===== config.mk =====
export PLATFORM = sky130hd
export DESIGN_NAME = vga_compositor
export DESIGN_NICKNAME = d
export VERILOG_FILES = /design/src/rtl/vga_pkg.sv /design/src/rtl/layer_priority_sel.sv /design/src/rtl/vga_compositor.sv
export SDC_FILE = /design/constraint.sdc
export NUM_CORES = 1
export LEC_CHECK = 0
export ABC_AREA = 1
export ABC_CLOCK_PERIOD_IN_PS = 2150
export CORE_MARGIN = 1.5
export CORE_UTILIZATION = 45
export CTS_CLUSTER_DIAMETER = 200
export DETAILED_ROUTE_END_ITERATION = 6
export DONT_BUFFER_PORTS = 1
export GPL_ROUTABILITY_DRIVEN = 0
export PLACE_DENSITY_LB_ADDON = 0.2
export SKIP_CTS_REPAIR_TIMING = 1
export SLEW_MARGIN = 20
export SYNTH_ARGS = -nofsm -noshare
export SYNTH_HDL_FRONTEND = slang
export SYNTH_HIERARCHICAL = 1
export SYNTH_SLANG_ARGS = --single-unit

===== constraint.sdc =====
create_clock -name clk_25mhz -period 2.15 [get_ports clk_25mhz]
set_input_delay 0.645 -clock clk_25mhz [delete_from_list [all_inputs] [get_ports clk_25mhz]]
set_output_delay 0.645 -clock clk_25mhz [all_outputs]
set_load 0.005 [all_outputs]

===== src/rtl/vga_pkg.sv =====
// Shared types and constants for the VGA pixel compositor.
package vga_pkg;

  typedef enum logic [1:0] {
    BG_SOLID   = 2'd0,
    BG_CHECKER = 2'd1,
    BG_BARS    = 2'd2
  } bg_mode_t;

  localparam logic [1:0] CFG_BG       = 2'd0;
  localparam logic [1:0] CFG_BG_ALT   = 2'd1;
  localparam logic [1:0] CFG_MODE     = 2'd2;
  localparam logic [1:0] CFG_LAYER_EN = 2'd3;

  // One bit per channel {r,g,b}; each bit is replicated across the channel width.
  localparam logic [2:0] RESET_BG_RGB     = 3'b100;
  localparam logic [2:0] RESET_BG_ALT_RGB = 3'b000;

  localparam int PIX_LATENCY = 2;

endpackage


===== src/rtl/layer_priority_sel.sv =====
// Combinational sprite priority select: lowest set index wins, plus an overlap flag.
module layer_priority_sel #(
  parameter int NUM_LAYERS = 4,
  parameter int COLOR_W    = 4
) (
  input  logic [NUM_LAYERS-1:0]           active,
  input  logic [NUM_LAYERS*3*COLOR_W-1:0] rgb,
  output logic                            hit,
  output logic [3*COLOR_W-1:0]            win_rgb,
  output logic                            multi
);

  localparam int RGB_W = 3*COLOR_W;
  localparam logic [NUM_LAYERS-1:0] ONE = NUM_LAYERS'(1);

  // Scan from the top down so the lowest active index is written last.
  always_comb begin
    hit     = 1'b0;
    win_rgb = '0;
    for (int i = NUM_LAYERS-1; i >= 0; i--) begin
      if (active[i]) begin
        hit     = 1'b1;
        win_rgb = rgb[i*RGB_W +: RGB_W];
      end
    end
  end

  // Clearing the lowest set bit leaves something only if two or more were set.
  assign multi = |(active & (active - ONE));

endmodule


===== src/rtl/vga_compositor.sv =====
// Sprite/background pixel compositor with frame-synchronous config and collision reporting.
module vga_compositor
  import vga_pkg::*;
#(
  parameter int NUM_LAYERS = 4,
  parameter int COLOR_W    = 4
) (
  input  logic                            clk_25mhz,
  input  logic                            reset_n,
  input  logic [9:0]                      hcount,
  input  logic [9:0]                      vcount,
  input  logic                            display_en_in,
  input  logic                            hsync_in,
  input  logic                            vsync_in,
  input  logic                            frame_start_in,
  input  logic [NUM_LAYERS-1:0]           layer_active,
  input  logic [NUM_LAYERS*3*COLOR_W-1:0] layer_rgb,
  input  logic                            cfg_we,
  input  logic [1:0]                      cfg_addr,
  input  logic [3*COLOR_W-1:0]            cfg_data,
  output logic [COLOR_W-1:0]              vga_r,
  output logic [COLOR_W-1:0]              vga_g,
  output logic [COLOR_W-1:0]              vga_b,
  output logic                            vga_hsync,
  output logic                            vga_vsync,
  output logic [NUM_LAYERS-1:0]           collision_mask,
  output logic                            collision_valid
);

  localparam int RGB_W = 3*COLOR_W;
  localparam logic [RGB_W-1:0] BG_RST = {{COLOR_W{RESET_BG_RGB[2]}},
                                         {COLOR_W{RESET_BG_RGB[1]}},
                                         {COLOR_W{RESET_BG_RGB[0]}}};
  localparam logic [RGB_W-1:0] ALT_RST = {{COLOR_W{RESET_BG_ALT_RGB[2]}},
                                          {COLOR_W{RESET_BG_ALT_RGB[1]}},
                                          {COLOR_W{RESET_BG_ALT_RGB[0]}}};

  logic [RGB_W-1:0]      bg_pend, bg_act, alt_pend, alt_act;
  bg_mode_t              mode_pend, mode_act, mode_wr;
  logic [NUM_LAYERS-1:0] en_pend, en_act;

  logic [NUM_LAYERS-1:0] masked;
  logic                  sel_hit, sel_multi;
  logic [RGB_W-1:0]      sel_rgb, bg_pix;

  logic                  s1_hit, s1_de, s1_hs, s1_vs;
  logic [RGB_W-1:0]      s1_win, s1_bg, s2_rgb;
  logic                  s2_hs, s2_vs;
  logic [NUM_LAYERS-1:0] coll_acc, coll_now;

  // Mode code 3 has no meaning and is folded into SOLID at write time.
  always_comb begin
    case (cfg_data[1:0])
      2'd1:    mode_wr = BG_CHECKER;
      2'd2:    mode_wr = BG_BARS;
      default: mode_wr = BG_SOLID;
    endcase
  end

  // Commit reads the pending copy's old value, so a same-cycle write waits a frame.
  always_ff @(posedge clk_25mhz or negedge reset_n) begin
    if (!reset_n) begin
      bg_pend   <= BG_RST;
      alt_pend  <= ALT_RST;
      mode_pend <= BG_SOLID;
      en_pend   <= '1;
      bg_act    <= BG_RST;
      alt_act   <= ALT_RST;
      mode_act  <= BG_SOLID;
      en_act    <= '1;
    end else begin
      if (frame_start_in) begin
        bg_act   <= bg_pend;
        alt_act  <= alt_pend;
        mode_act <= mode_pend;
        en_act   <= en_pend;
      end
      if (cfg_we) begin
        case (cfg_addr)
          CFG_BG:       bg_pend   <= cfg_data;
          CFG_BG_ALT:   alt_pend  <= cfg_data;
          CFG_MODE:     mode_pend <= mode_wr;
          CFG_LAYER_EN: en_pend   <= cfg_data[NUM_LAYERS-1:0];
          default:      ;
        endcase
      end
    end
  end

  assign masked = layer_active & en_act;

  layer_priority_sel #(
    .NUM_LAYERS (NUM_LAYERS),
    .COLOR_W    (COLOR_W)
  ) u_sel (
    .active  (masked),
    .rgb     (layer_rgb),
    .hit     (sel_hit),
    .win_rgb (sel_rgb),
    .multi   (sel_multi)
  );

  always_comb begin
    bg_pix = bg_act;
    case (mode_act)
      BG_CHECKER: if (hcount[4] ^ vcount[4]) bg_pix = alt_act;
      BG_BARS:    bg_pix = {{COLOR_W{hcount[9]}}, {COLOR_W{hcount[8]}}, {COLOR_W{hcount[7]}}};
      default:    ;
    endcase
  end

  // Two-stage pixel pipeline; syncs idle high through both stages.
  always_ff @(posedge clk_25mhz or negedge reset_n) begin
    if (!reset_n) begin
      s1_hit <= 1'b0;
      s1_win <= '0;
      s1_bg  <= '0;
      s1_de  <= 1'b0;
      s1_hs  <= 1'b1;
      s1_vs  <= 1'b1;
      s2_rgb <= '0;
      s2_hs  <= 1'b1;
      s2_vs  <= 1'b1;
    end else begin
      s1_hit <= sel_hit;
      s1_win <= sel_rgb;
      s1_bg  <= bg_pix;
      s1_de  <= display_en_in;
      s1_hs  <= hsync_in;
      s1_vs  <= vsync_in;
      s2_rgb <= !s1_de ? '0 : (s1_hit ? s1_win : s1_bg);
      s2_hs  <= s1_hs;
      s2_vs  <= s1_vs;
    end
  end

  assign vga_r     = s2_rgb[3*COLOR_W-1:2*COLOR_W];
  assign vga_g     = s2_rgb[2*COLOR_W-1:COLOR_W];
  assign vga_b     = s2_rgb[COLOR_W-1:0];
  assign vga_hsync = s2_hs;
  assign vga_vsync = s2_vs;

  assign coll_now = (display_en_in && sel_multi) ? masked : '0;

  always_ff @(posedge clk_25mhz or negedge reset_n) begin
    if (!reset_n) begin
      coll_acc        <= '0;
      collision_mask  <= '0;
      collision_valid <= 1'b0;
    end else if (frame_start_in) begin
      collision_mask  <= coll_acc | coll_now;
      coll_acc        <= '0;
      collision_valid <= 1'b1;
    end else begin
      coll_acc        <= coll_acc | coll_now;
      collision_valid <= 1'b0;
    end
  end

endmodule


==> flow_metrics.env <==
export IMPL_status="complete, but fails checks"
export IMPL_violations="hold timing"
export IMPL_overflow=0
export IMPL_p_leak_nw=2.58
export IMPL_rows=37
export IMPL_grt_max_degree=112
export IMPL_num_vias=3323
export IMPL_internal_power_w=0.00335
export IMPL_synth_nets=653
export IMPL_startpoint_type="flip-flop"
export IMPL_slew_viol_final=0
export IMPL_post_drt_wl_per_cell_um=12.7
export IMPL_ys_ff_latch=111
export IMPL_finalSetupTns_ns=0
export IMPL_switching_share_pct=29.3
export IMPL_fmax_ghz=0.583
export IMPL_powerDensity_nw_per_um2=945
export IMPL_tightest_slew_ns=0.462
export IMPL_ys_types=21
export IMPL_firstDrtPassIters=4
export IMPL_pre_cts_slack_ns=0.352
export IMPL_start_util_pct=46.3
export IMPL_dr_first_iter_drc_count=224
export IMPL_worst_hold_path_type="primary input to async pin"
export IMPL_yosysWarnings=6
export IMPL_numPortBuffers=0
export IMPL_seq_area_frac_synth_pct=58.9
export IMPL_num_antenna_cells=0
export IMPL_viasPerCell=4.83
export IMPL_cts_root_buffer="clkbuf_8"
export IMPL_maxCapViolCount=0
export IMPL_worst_clock_skew_ns=0.0106
export IMPL_die_x_um=106
export IMPL_antenna_found_initial=0
export IMPL_totalWireLength_um=8760
export IMPL_fillCellCount=1026
export IMPL_ir_worst_vdd_mv=0.358
export IMPL_max_slew_margin_pct=69.1
export IMPL_die_h_um=106
export IMPL_grt_pass1_vias=3139
export IMPL_hold_viol=22
export IMPL_drc=0
export IMPL_cp_arrival_ns=2.01
export IMPL_slowest_stage="dfstp_2"
export IMPL_cts_buffers=9
export IMPL_worstPathMaxFanout=15
export IMPL_combinationalPowerShare_pct=16.7
export IMPL_path_common_cell="nand2_1"
export IMPL_area_growth_pct=5.39
export IMPL_cp_end_kind="flip-flop"
export IMPL_antenna_left=0
export IMPL_multi_input_area_sq_um=1570
export IMPL_critPathKind="flip-flop to flip-flop"
export IMPL_drive_gt1_share_pct=9.06
export IMPL_dp_hpwl_um=6260
export IMPL_ios=112
export IMPL_cts_tree="built"
export IMPL_period_share_pct=79.8
export IMPL_clock_path_buffers=2
export IMPL_grt_use_total_pct=16.6
export IMPL_fin_hold_ws_ns=-0.0319
export IMPL_syn_inst=558
export IMPL_rsz0062_at_grt="no"
export IMPL_finalNetCount=642
export IMPL_regArea_sq_um=2800
export IMPL_power_frac_seq_pct=56.0
export IMPL_htreeDepth=3
export IMPL_period_needed_ns=1.72
export IMPL_fin_ws_ns=0.435
export IMPL_dieArea_sq_um=11200
export IMPL_path_cells="nand2_1, inv_1, nor2_1, nand2_1, nand2_1, o21ai_1, nand2_1, inv_1, a21oi_1, a21oi_1"
export IMPL_switchingPower_w=0.00139
export IMPL_clk_latency_ns=0.36
export IMPL_avgSynthCellArea_sq_um=8.53
export IMPL_core_area_sq_um=10300
export IMPL_netlist_area_sq_um=4760
export IMPL_clkPwrFrac_pct=27.2
export IMPL_clkSlewWorstSetupHoldPaths_ns=0.11
export IMPL_setup_viol=0
export IMPL_max_stage_delay_ns=0.55
export IMPL_clock_sinks=111
export IMPL_crit_required_ns=2.44
export IMPL_grt_pass1_wl_um=14800
[cell families (layout without fill, tap and decap cells)]
kind of cell,after synthesis,count (layout),synth area share [%]
and+or+nand+nor,259,259,21.7
DFF,111,111,58.9
AOI/OAI and AO/OA,93,93,9.78
buffers and inverters,89,83,8.18
muxes,4,4,0.946
adders and majority gates,2,2,0.526
[power by group through the flow]
stage,Combinational (W),Sequential [W],Clock (W)
after global routing,0.000944,0.00271,0.00142
final,0.000792,0.00266,0.00129
after floorplan,0.000686,0.00265,0
after global placement,0.000777,0.00269,0
after detailed placement,0.000798,0.00270,0
after CTS,0.000803,0.00266,0.00133
[cells in the final DEF, fill, tap and decap left out]
cell,netlist,routed
nand3_1,30,30
clkinv_4,0,1
bufinv_16,0,1
nand3_2,1,1
inv_6,0,3
clkbuf_8,0,9
o21ai_0,54,54
clkinv_8,0,1
inv_2,2,2
nand2_1,166,166
ha_1,2,2
nor2_1,58,58
inv_1,62,62
nor3b_2,1,1
dfrtp_1,91,91
nand2_2,2,2
dfstp_2,20,20
a21oi_1,24,24
buf_4,5,3
or2_2,1,1
o21ai_1,15,15
clkinvlp_4,0,1
mux2_2,4,4
[layer usage]
layer	wire, um	GRT usage, %
met1	4260	23.5
met2	4010	25.0
met3	367	3.40
met4	121	6.85
met5	0	0
[synthesized netlist by cell type]
cell type	instances	area, sq um
clkbuf_1	5	18.8
mux2_2	4	45.0
nor3b_2	1	12.5
buf_1	1	3.75
buf_6	3	33.8
buf_2	11	55.1
inv_2	2	7.51
o21ai_0	54	270
nand2_1	166	623
or2_2	1	6.26
nand2_2	2	12.5
nand3_1	30	150
ha_1	2	25.0
dfstp_2	20	526
dfrtp_1	91	2280
inv_1	62	233
nand3_2	1	10.0
o21ai_1	15	75.1
a21oi_1	24	120
nor2_1	58	218
buf_4	5	37.5
[stage by stage]
stage,instances,util [%],total power [W],instance area (sq um)
3_3_place_gp,672,46.7,0.00347,4800
6_report,688,48.8,0.00474,5020
4_1_cts,688,48.8,0.00480,5020
3_5_place_dp,672,46.7,0.00350,4800
5_1_grt,688,48.8,0.00507,5020
2_1_floorplan,558,-,0.00333,4760
[sequential cells by signal (all words and copies together), names as in the netlist, 2 cells and up]
| register | count |
|---|---|
| alt_act | 12 |
| alt_pend | 12 |
| bg_act | 12 |
| bg_pend | 12 |
| s1_bg | 12 |
| s1_win | 12 |
| s2_rgb | 12 |
| coll_acc | 4 |
| collision_mask | 4 |
| en_act | 4 |
| en_pend | 4 |
| mode_act | 2 |
| mode_pend | 2 |
[final cells by class]
| type | count | share of cell area [%] |
|---|---|---|
| Multi-Input combinational cell | 358 | 31.3 |
| Clock inverter | 7 | 1.77 |
| Timing Repair Buffer | 3 | 0.449 |
| Inverter | 64 | 4.79 |
| Sequential cell | 111 | 55.9 |
| Clock buffer | 9 | 2.47 |
| Tap cell | 136 | 3.39 |
[worst max-delay path, delay by kind of cell, from the launching register on]
family	cells	cell delay (ns)
AOI/OAI and AO/OA	3	0.32
buffers and inverters	2	0.43
DFF	1	0.55
and+or+nand+nor	5	0.36
[worst paths after layout]
check / startpoint / end / slack (ns) / depth (start not counted)
max: en_act[3] / collision_mask[3] / 0.43 / 10
min: reset_n / bg_act[6] / -0.03 / 0
max reg2reg: en_act[3] / collision_mask[3] / 0.43 / 10
min reg2reg: s1_vs / vga_vsync / 0.36 / 0
max in group asynchronous: reset_n / bg_pend[8] / 1.88 / 0
min in group clk_25mhz: hsync_in / s1_hs / 0.26 / 0
(Power assumes the default switching activity.)
